--- src/rtl/synth_pkg.sv ---
// synth_pkg: frame geometry, write opcode and SPI port state encoding shared by the synth blocks
package synth_pkg;
  localparam int SPI_FRAME_BITS = 40;
  localparam logic [3:0] OPCODE_WRITE = 4'h1;
  localparam int REGISTER_NUMBER_WIDTH = 12;
  localparam int REGISTER_VALUE_WIDTH = 24;
  localparam int OPCODE_WIDTH = 4;
  localparam int STATUS_BITS = 8;
  localparam int BIT_COUNT_WIDTH = 6;
  typedef enum logic [1:0] {IDLE, SHIFT, WAIT_CS} SpiPortState_t;
endpackage

--- src/rtl/bit_synchronizer.sv ---
// bit_synchronizer: multi-flop synchroniser for one asynchronous input with a chosen idle level
module bit_synchronizer #(
  parameter int STAGES = 2,
  parameter logic RESET_VALUE = 1'b0
) (
  input  logic i_Clock,
  input  logic i_Reset,
  input  logic i_Async,
  output logic o_Sync
);
  logic [STAGES-1:0] r_sync;
  // shift the asynchronous input through the flop chain, presetting to the idle level
  always_ff @(posedge i_Clock or posedge i_Reset)
    if (i_Reset) r_sync <= {STAGES{RESET_VALUE}};
    else r_sync <= {r_sync[STAGES-2:0], i_Async};
  assign o_Sync = r_sync[STAGES-1];
endmodule

--- src/rtl/spi_register_port.sv ---
// spi_register_port: SPI mode-0 slave that turns 40-bit write frames into register write strobes
module spi_register_port
  import synth_pkg::*;
#(
  parameter int SYNC_STAGES = 2
) (
  input  logic        i_Clock,
  input  logic        i_Reset,
  input  logic        i_SPI_SCLK,
  input  logic        i_SPI_CS_N,
  input  logic        i_SPI_MOSI,
  output logic        o_SPI_MISO,
  output logic [11:0] o_RegisterNumber,
  output logic [23:0] o_RegisterValue,
  output logic        o_RegisterWriteEnable
);
  logic w_sclk, w_cs_n, w_mosi;
  logic r_sclk_prev, r_cs_n_prev;
  logic w_sclk_rise, w_sclk_fall, w_cs_fall, w_cs_rise;
  logic w_last_bit, w_frame_write;
  logic [SPI_FRAME_BITS-1:0] w_frame;
  SpiPortState_t r_state;
  logic [SPI_FRAME_BITS-2:0] r_shift;
  logic [BIT_COUNT_WIDTH-1:0] r_bit_count;
  logic [STATUS_BITS-1:0] r_accept;
  logic [STATUS_BITS-1:0] r_miso;
  logic [REGISTER_NUMBER_WIDTH-1:0] r_number;
  logic [REGISTER_VALUE_WIDTH-1:0] r_value;
  logic r_write_enable;

  bit_synchronizer #(.STAGES(SYNC_STAGES), .RESET_VALUE(1'b0)) u_sclk_sync (
    .i_Clock(i_Clock), .i_Reset(i_Reset), .i_Async(i_SPI_SCLK), .o_Sync(w_sclk)
  );
  bit_synchronizer #(.STAGES(SYNC_STAGES), .RESET_VALUE(1'b1)) u_cs_sync (
    .i_Clock(i_Clock), .i_Reset(i_Reset), .i_Async(i_SPI_CS_N), .o_Sync(w_cs_n)
  );
  bit_synchronizer #(.STAGES(SYNC_STAGES), .RESET_VALUE(1'b0)) u_mosi_sync (
    .i_Clock(i_Clock), .i_Reset(i_Reset), .i_Async(i_SPI_MOSI), .o_Sync(w_mosi)
  );

  // one history flop per synchronised control line gives single-cycle edge pulses
  always_ff @(posedge i_Clock or posedge i_Reset)
    if (i_Reset) begin
      r_sclk_prev <= 1'b0;
      r_cs_n_prev <= 1'b1;
    end else begin
      r_sclk_prev <= w_sclk;
      r_cs_n_prev <= w_cs_n;
    end

  assign w_sclk_rise = w_sclk & ~r_sclk_prev;
  assign w_sclk_fall = ~w_sclk & r_sclk_prev;
  assign w_cs_fall = ~w_cs_n & r_cs_n_prev;
  assign w_cs_rise = w_cs_n & ~r_cs_n_prev;
  assign w_frame = {r_shift, w_mosi};
  assign w_last_bit = r_bit_count == BIT_COUNT_WIDTH'(SPI_FRAME_BITS - 1);
  assign w_frame_write = w_frame[SPI_FRAME_BITS-1 -: OPCODE_WIDTH] == OPCODE_WRITE;

  // frame FSM: capture bits, decode on the 40th rise, stream status out, abandon on CS release
  always_ff @(posedge i_Clock or posedge i_Reset)
    if (i_Reset) begin
      r_state <= IDLE;
      r_shift <= '0;
      r_bit_count <= '0;
      r_accept <= '0;
      r_miso <= '0;
      r_number <= '0;
      r_value <= '0;
      r_write_enable <= 1'b0;
    end else begin
      r_write_enable <= 1'b0;
      case (r_state)
        IDLE: if (w_cs_fall) begin
          r_state <= SHIFT;
          r_bit_count <= '0;
          r_miso <= r_accept;
        end
        SHIFT: if (w_sclk_rise) begin
          r_shift <= w_frame[SPI_FRAME_BITS-2:0];
          r_bit_count <= r_bit_count + BIT_COUNT_WIDTH'(1);
          if (w_last_bit) begin
            r_state <= WAIT_CS;
            if (w_frame_write) begin
              r_number <= w_frame[REGISTER_VALUE_WIDTH +: REGISTER_NUMBER_WIDTH];
              r_value <= w_frame[REGISTER_VALUE_WIDTH-1:0];
              r_write_enable <= 1'b1;
              r_accept <= r_accept + STATUS_BITS'(1);
            end
          end
        end
        default: ;
      endcase
      if (w_sclk_fall && r_state != IDLE) r_miso <= {r_miso[STATUS_BITS-2:0], 1'b0};
      if (w_cs_rise) r_state <= IDLE;
    end

  assign o_SPI_MISO = r_miso[STATUS_BITS-1] & ~w_cs_n;
  assign o_RegisterNumber = r_number;
  assign o_RegisterValue = r_value;
  assign o_RegisterWriteEnable = r_write_enable;
endmodule

--- config.mk ---
export PLATFORM = sky130hd
export DESIGN_NAME = spi_register_port
export DESIGN_NICKNAME = d
export VERILOG_FILES = /design/src/rtl/synth_pkg.sv /design/src/rtl/bit_synchronizer.sv /design/src/rtl/spi_register_port.sv
export SDC_FILE = /design/constraint.sdc
export NUM_CORES = 1
export LEC_CHECK = 0
export ABC_AREA = 0
export BUFFER_PORTS_ARGS = -buffer_cell sky130_fd_sc_hd__buf_2
export CORE_MARGIN = 2
export CORE_UTILIZATION = 42
export CTS_BUF_LIST = sky130_fd_sc_hd__clkbuf_2 sky130_fd_sc_hd__clkbuf_4 sky130_fd_sc_hd__clkbuf_8
export DETAILED_ROUTE_END_ITERATION = 12
export SYNTH_ARGS = -nofsm -noshare
export SYNTH_HDL_FRONTEND = slang
export SYNTH_SLANG_ARGS = --single-unit
--- constraint.sdc ---
create_clock -name i_Clock -period 3.7 [get_ports i_Clock]
set_input_delay 0.185 -clock i_Clock [delete_from_list [all_inputs] [get_ports i_Clock]]
set_output_delay 0.185 -clock i_Clock [all_outputs]
set_load 0.01 [all_outputs]
==> impl_metrics.yaml <==
setup_path:
  reg2reg_from: "r_state[1]$_DFFE_PP0P_"
  slowest_delay_ps: 660
  timing.rr.end: "r_accept[7]$_DFFE_PP0P_"
  cp.required_ps: 4000
  start_kind: "register"
  slowest_stage: "and4bb_2"
  critPathTopFamily: "simple AND/OR/NAND/NOR gates"
  critical_path_arrival_ps: 2790
  worst-path-buf-inv: 2
  cp-end-kind: "register"
  crit_type: "reg2reg"
  crit_chain: "and4bb_2, buf_4, nand4_1, buf_4, nor3_1, xor2_1"
  r2r_slack_ps: 1210
  r2r_cells: 6
  crit_top_cell: "buf_4"
  critPathMaxFanout: 29
cells_and_area:
  drive_above_1_share: 0.272
  diodes: 0
  nets: 409
  postLayoutCellArea_um2: 4770
  fill_cells: 929
  syn2layout_area_growth_pct: 13.1
clock_tree:
  clkSinkCount: 108
  clk_latency_ps: 370
  root_buffer: "clkbuf_8"
  h-tree-depth: 3
  cts_buffer_depth: 2
  cts-resized-gates: 0
  cts_hold_buf: 3
  path_clk_slew_ps: 100
  cts_tree: "done"
  numCtsBuffers: 9
  post_cts_buffers: 0
floorplan:
  coreArea_um2: 9770
  die_area_um2: 10900
  fp.dieH_um: 104
  core.rowCount: 36
  start_util: 0.432
  die_x_um: 104
  io_pins: 43
synthesis:
  ys.flop_type: "dfrtp_1"
  yosys-top-cells-area: "dfrtp_1 (62%), mux2_2 (11%), nand2_1 (10%), dfstp_2 (1.9%), a22o_1 (1.5%)"
  synth_area_um2: 4220
  syn_avg_cell_area_um2: 11.9
  async_flop_share: 1.00
  synth-edff-count: 0
  synth_top_area_cell: "dfrtp_1"
  synth.distinct_cells: 32
  yosysSeqAreaShare: 0.641
  synth_top_area_share: 0.622
  postSynthCellCount: 355
  synth_nets: 364
  yosysWarnings: 0
  yosys_register_bits: 108
sta:
  finalSetupTns_ps: 0
  max_freq_mhz: 402
  clock_skew_ps: 14.0
  slew_violations: 0
  rsz0062_at_grt: "no"
  worstMarginPinSlew_ps: 1060
  min_period_over_period: 0.673
  maxSlewHeadroom: 0.294
  finalCriticalPeriod_ps: 2490
  timing_hold_violations_final: 0
  setup_viol: 0
drt:
  firstDrtPassIters: 4
  drc: 0
  vias_per_cell: 4.73
  first_iter_violations: 48
  wirelength_mm: 7.08
  antenna_left: 0
  vias: 2545
  post_drt_wl_per_cell_um: 13.2
power_and_ir_drop:
  combPwrFrac: 0.062
  ir_worst_vdd_uv: 273
  intPower_mw: 1.65
  p_leak_nw: 2.64
  pwr-share-seq: 0.600
  p_sw_mw: 0.521
  power_frac_clock: 0.338
  p_per_area_nw_per_um2: 454
  swShare: 0.240
min_path:
  hp-class: "in2async"
placed_design:
  gp_congestion: 0.691
  place_hpwl_mm: 4.56
  port-buffer-count: 42
  post_dp_cell_area_um2: 4540
global_routing:
  overflow: 0
  grt_pass1_vias: 2615
  antenna_found_initial: 0
  grt_max_degree: 90
  grt_use_total: 0.146
  grt_pass1_wl_mm: 12.7
run:
  maxCapViolCount: 0
status:
  status: "completed"
==> worst max-delay path by stage <==
stage                                       from                         endpoint  slack (ps)  cells past startpoint
after CTS                 r_state[1]$_DFFE_PP0P_  o_RegisterNumber[5]$_DFFE_PP0P_        1190                      5
final                     r_state[1]$_DFFE_PP0P_          r_accept[7]$_DFFE_PP0P_        1210                      6
after global placement    r_state[1]$_DFFE_PP0P_          r_accept[7]$_DFFE_PP0P_        1260                      6
after global routing      r_state[1]$_DFFE_PP0P_  o_RegisterNumber[5]$_DFFE_PP0P_         960                      5
after detailed placement  r_state[1]$_DFFE_PP0P_  o_RegisterValue[18]$_DFFE_PP0P_        1190                      5
after floorplan                          i_Reset  o_RegisterNumber[0]$_DFFE_PP0P_         670                      1
==> power by group through the flow <==
| stage | combinational (mW) | sequential, mW | clock (mW) |
|---|---|---|---|
| 2_1_floorplan | 0.114 | 1.31 | 0 |
| 3_3_place_gp | 0.132 | 1.32 | 0 |
| 3_5_place_dp | 0.134 | 1.33 | 0 |
| 4_1_cts | 0.138 | 1.30 | 0.761 |
| 5_1_grt | 0.154 | 1.32 | 0.800 |
| 6_report | 0.134 | 1.30 | 0.732 |
==> routing by layer <==
| metal | track usage | vias to the layer above | part of all wire | wire length [um] |
|---|---|---|---|---|
| met5 | 0 | - | 0 | 0 |
| met4 | 0.0579 | 0 | 0.018 | 129 |
| met3 | 0.0395 | 12 | 0.032 | 224 |
| met2 | 0.221 | 33 | 0.45 | 3190 |
| met1 | 0.199 | 1240 | 0.50 | 3550 |
| li1 | - | 1260 | - | - |
==> cells in the final DEF, fill, tap and decap left out, drive strengths merged <==
cell	count
nor3	4
a21boi	1
nor2	12
bufinv	1
a21o	7
nand2	116
inv	8
nor2b	1
and4bb	2
nand4	4
clkbuf	10
xor2	7
mux2i	1
a211oi	1
a21oi	1
dfstp	3
nor3b	1
ha	4
clkinv	2
dlygate4sd3	3
buf	47
mux2	40
nor4b	1
o21ai	2
and3	2
dfrtp	105
clkinvlp	1
a22o	7
nand3	2
and4	2
a41oi	1
and2	2
xnor2	4
==> cell families (layout without fill, tap and decap cells) <==
family | after synthesis | after routing | synth area share
adder cells (fa/ha/maj) | 4 | 4 | 0.0119
AO/OA/AOI/OAI | 20 | 20 | 0.0362
flip-flops | 108 | 108 | 0.641
XOR/XNOR | 11 | 11 | 0.0228
buffers and inverters | 22 | 72 | 0.0282
multiplexers | 41 | 41 | 0.109
AND/OR/NAND/NOR | 149 | 149 | 0.151
==> flip-flops by register name, summed over array words and instances (netlist names), 6 cells and up <==
register / flops
r_miso: 8
r_accept: 8
r_shift: 39
o_RegisterValue: 24
o_RegisterNumber: 12
r_bit_count: 6
==> cell type report <==
cell class	instances	area, um2	share of cell area
Clock buffer	10	131	0.0275
Sequential cell	108	2710	0.567
Clock inverter	6	71.3	0.0149
Inverter	6	25.0	0.00524
Tap cell	133	166	0.0349
Multi-Input combinational cell	225	1400	0.292
Timing Repair Buffer	50	278	0.0582
==> Yosys cell counts (2+ instances only) <==
library cell	n
nand4_1	4
dfrtp_1	105
buf_2	8
nor2_1	12
a21o_1	7
xor2_1	7
and4_1	2
inv_1	6
nand2_1	116
buf_4	5
dfstp_2	3
and2_1	2
mux2_2	40
and3_1	2
clkbuf_1	2
a22o_1	7
o21ai_0	2
ha_1	4
nand3_1	2
and4bb_1	2
nor3_1	3
xnor2_1	4
==> through the flow <==
stage | cells | hold slack, ps | setup slack [ps] | utilization | total power [mW]
5_1_grt | 538 | 131 | 958 | 0.488 | 2.27
3_3_place_gp | 519 | 295 | 1260 | 0.465 | 1.45
6_report | 538 | 64.4 | 1210 | 0.488 | 2.17
4_1_cts | 538 | 99.4 | 1190 | 0.488 | 2.20
3_5_place_dp | 519 | 300 | 1190 | 0.465 | 1.46
2_1_floorplan | 355 | 189 | 674 | - | 1.42
Power figures use the tool's default switching activity.
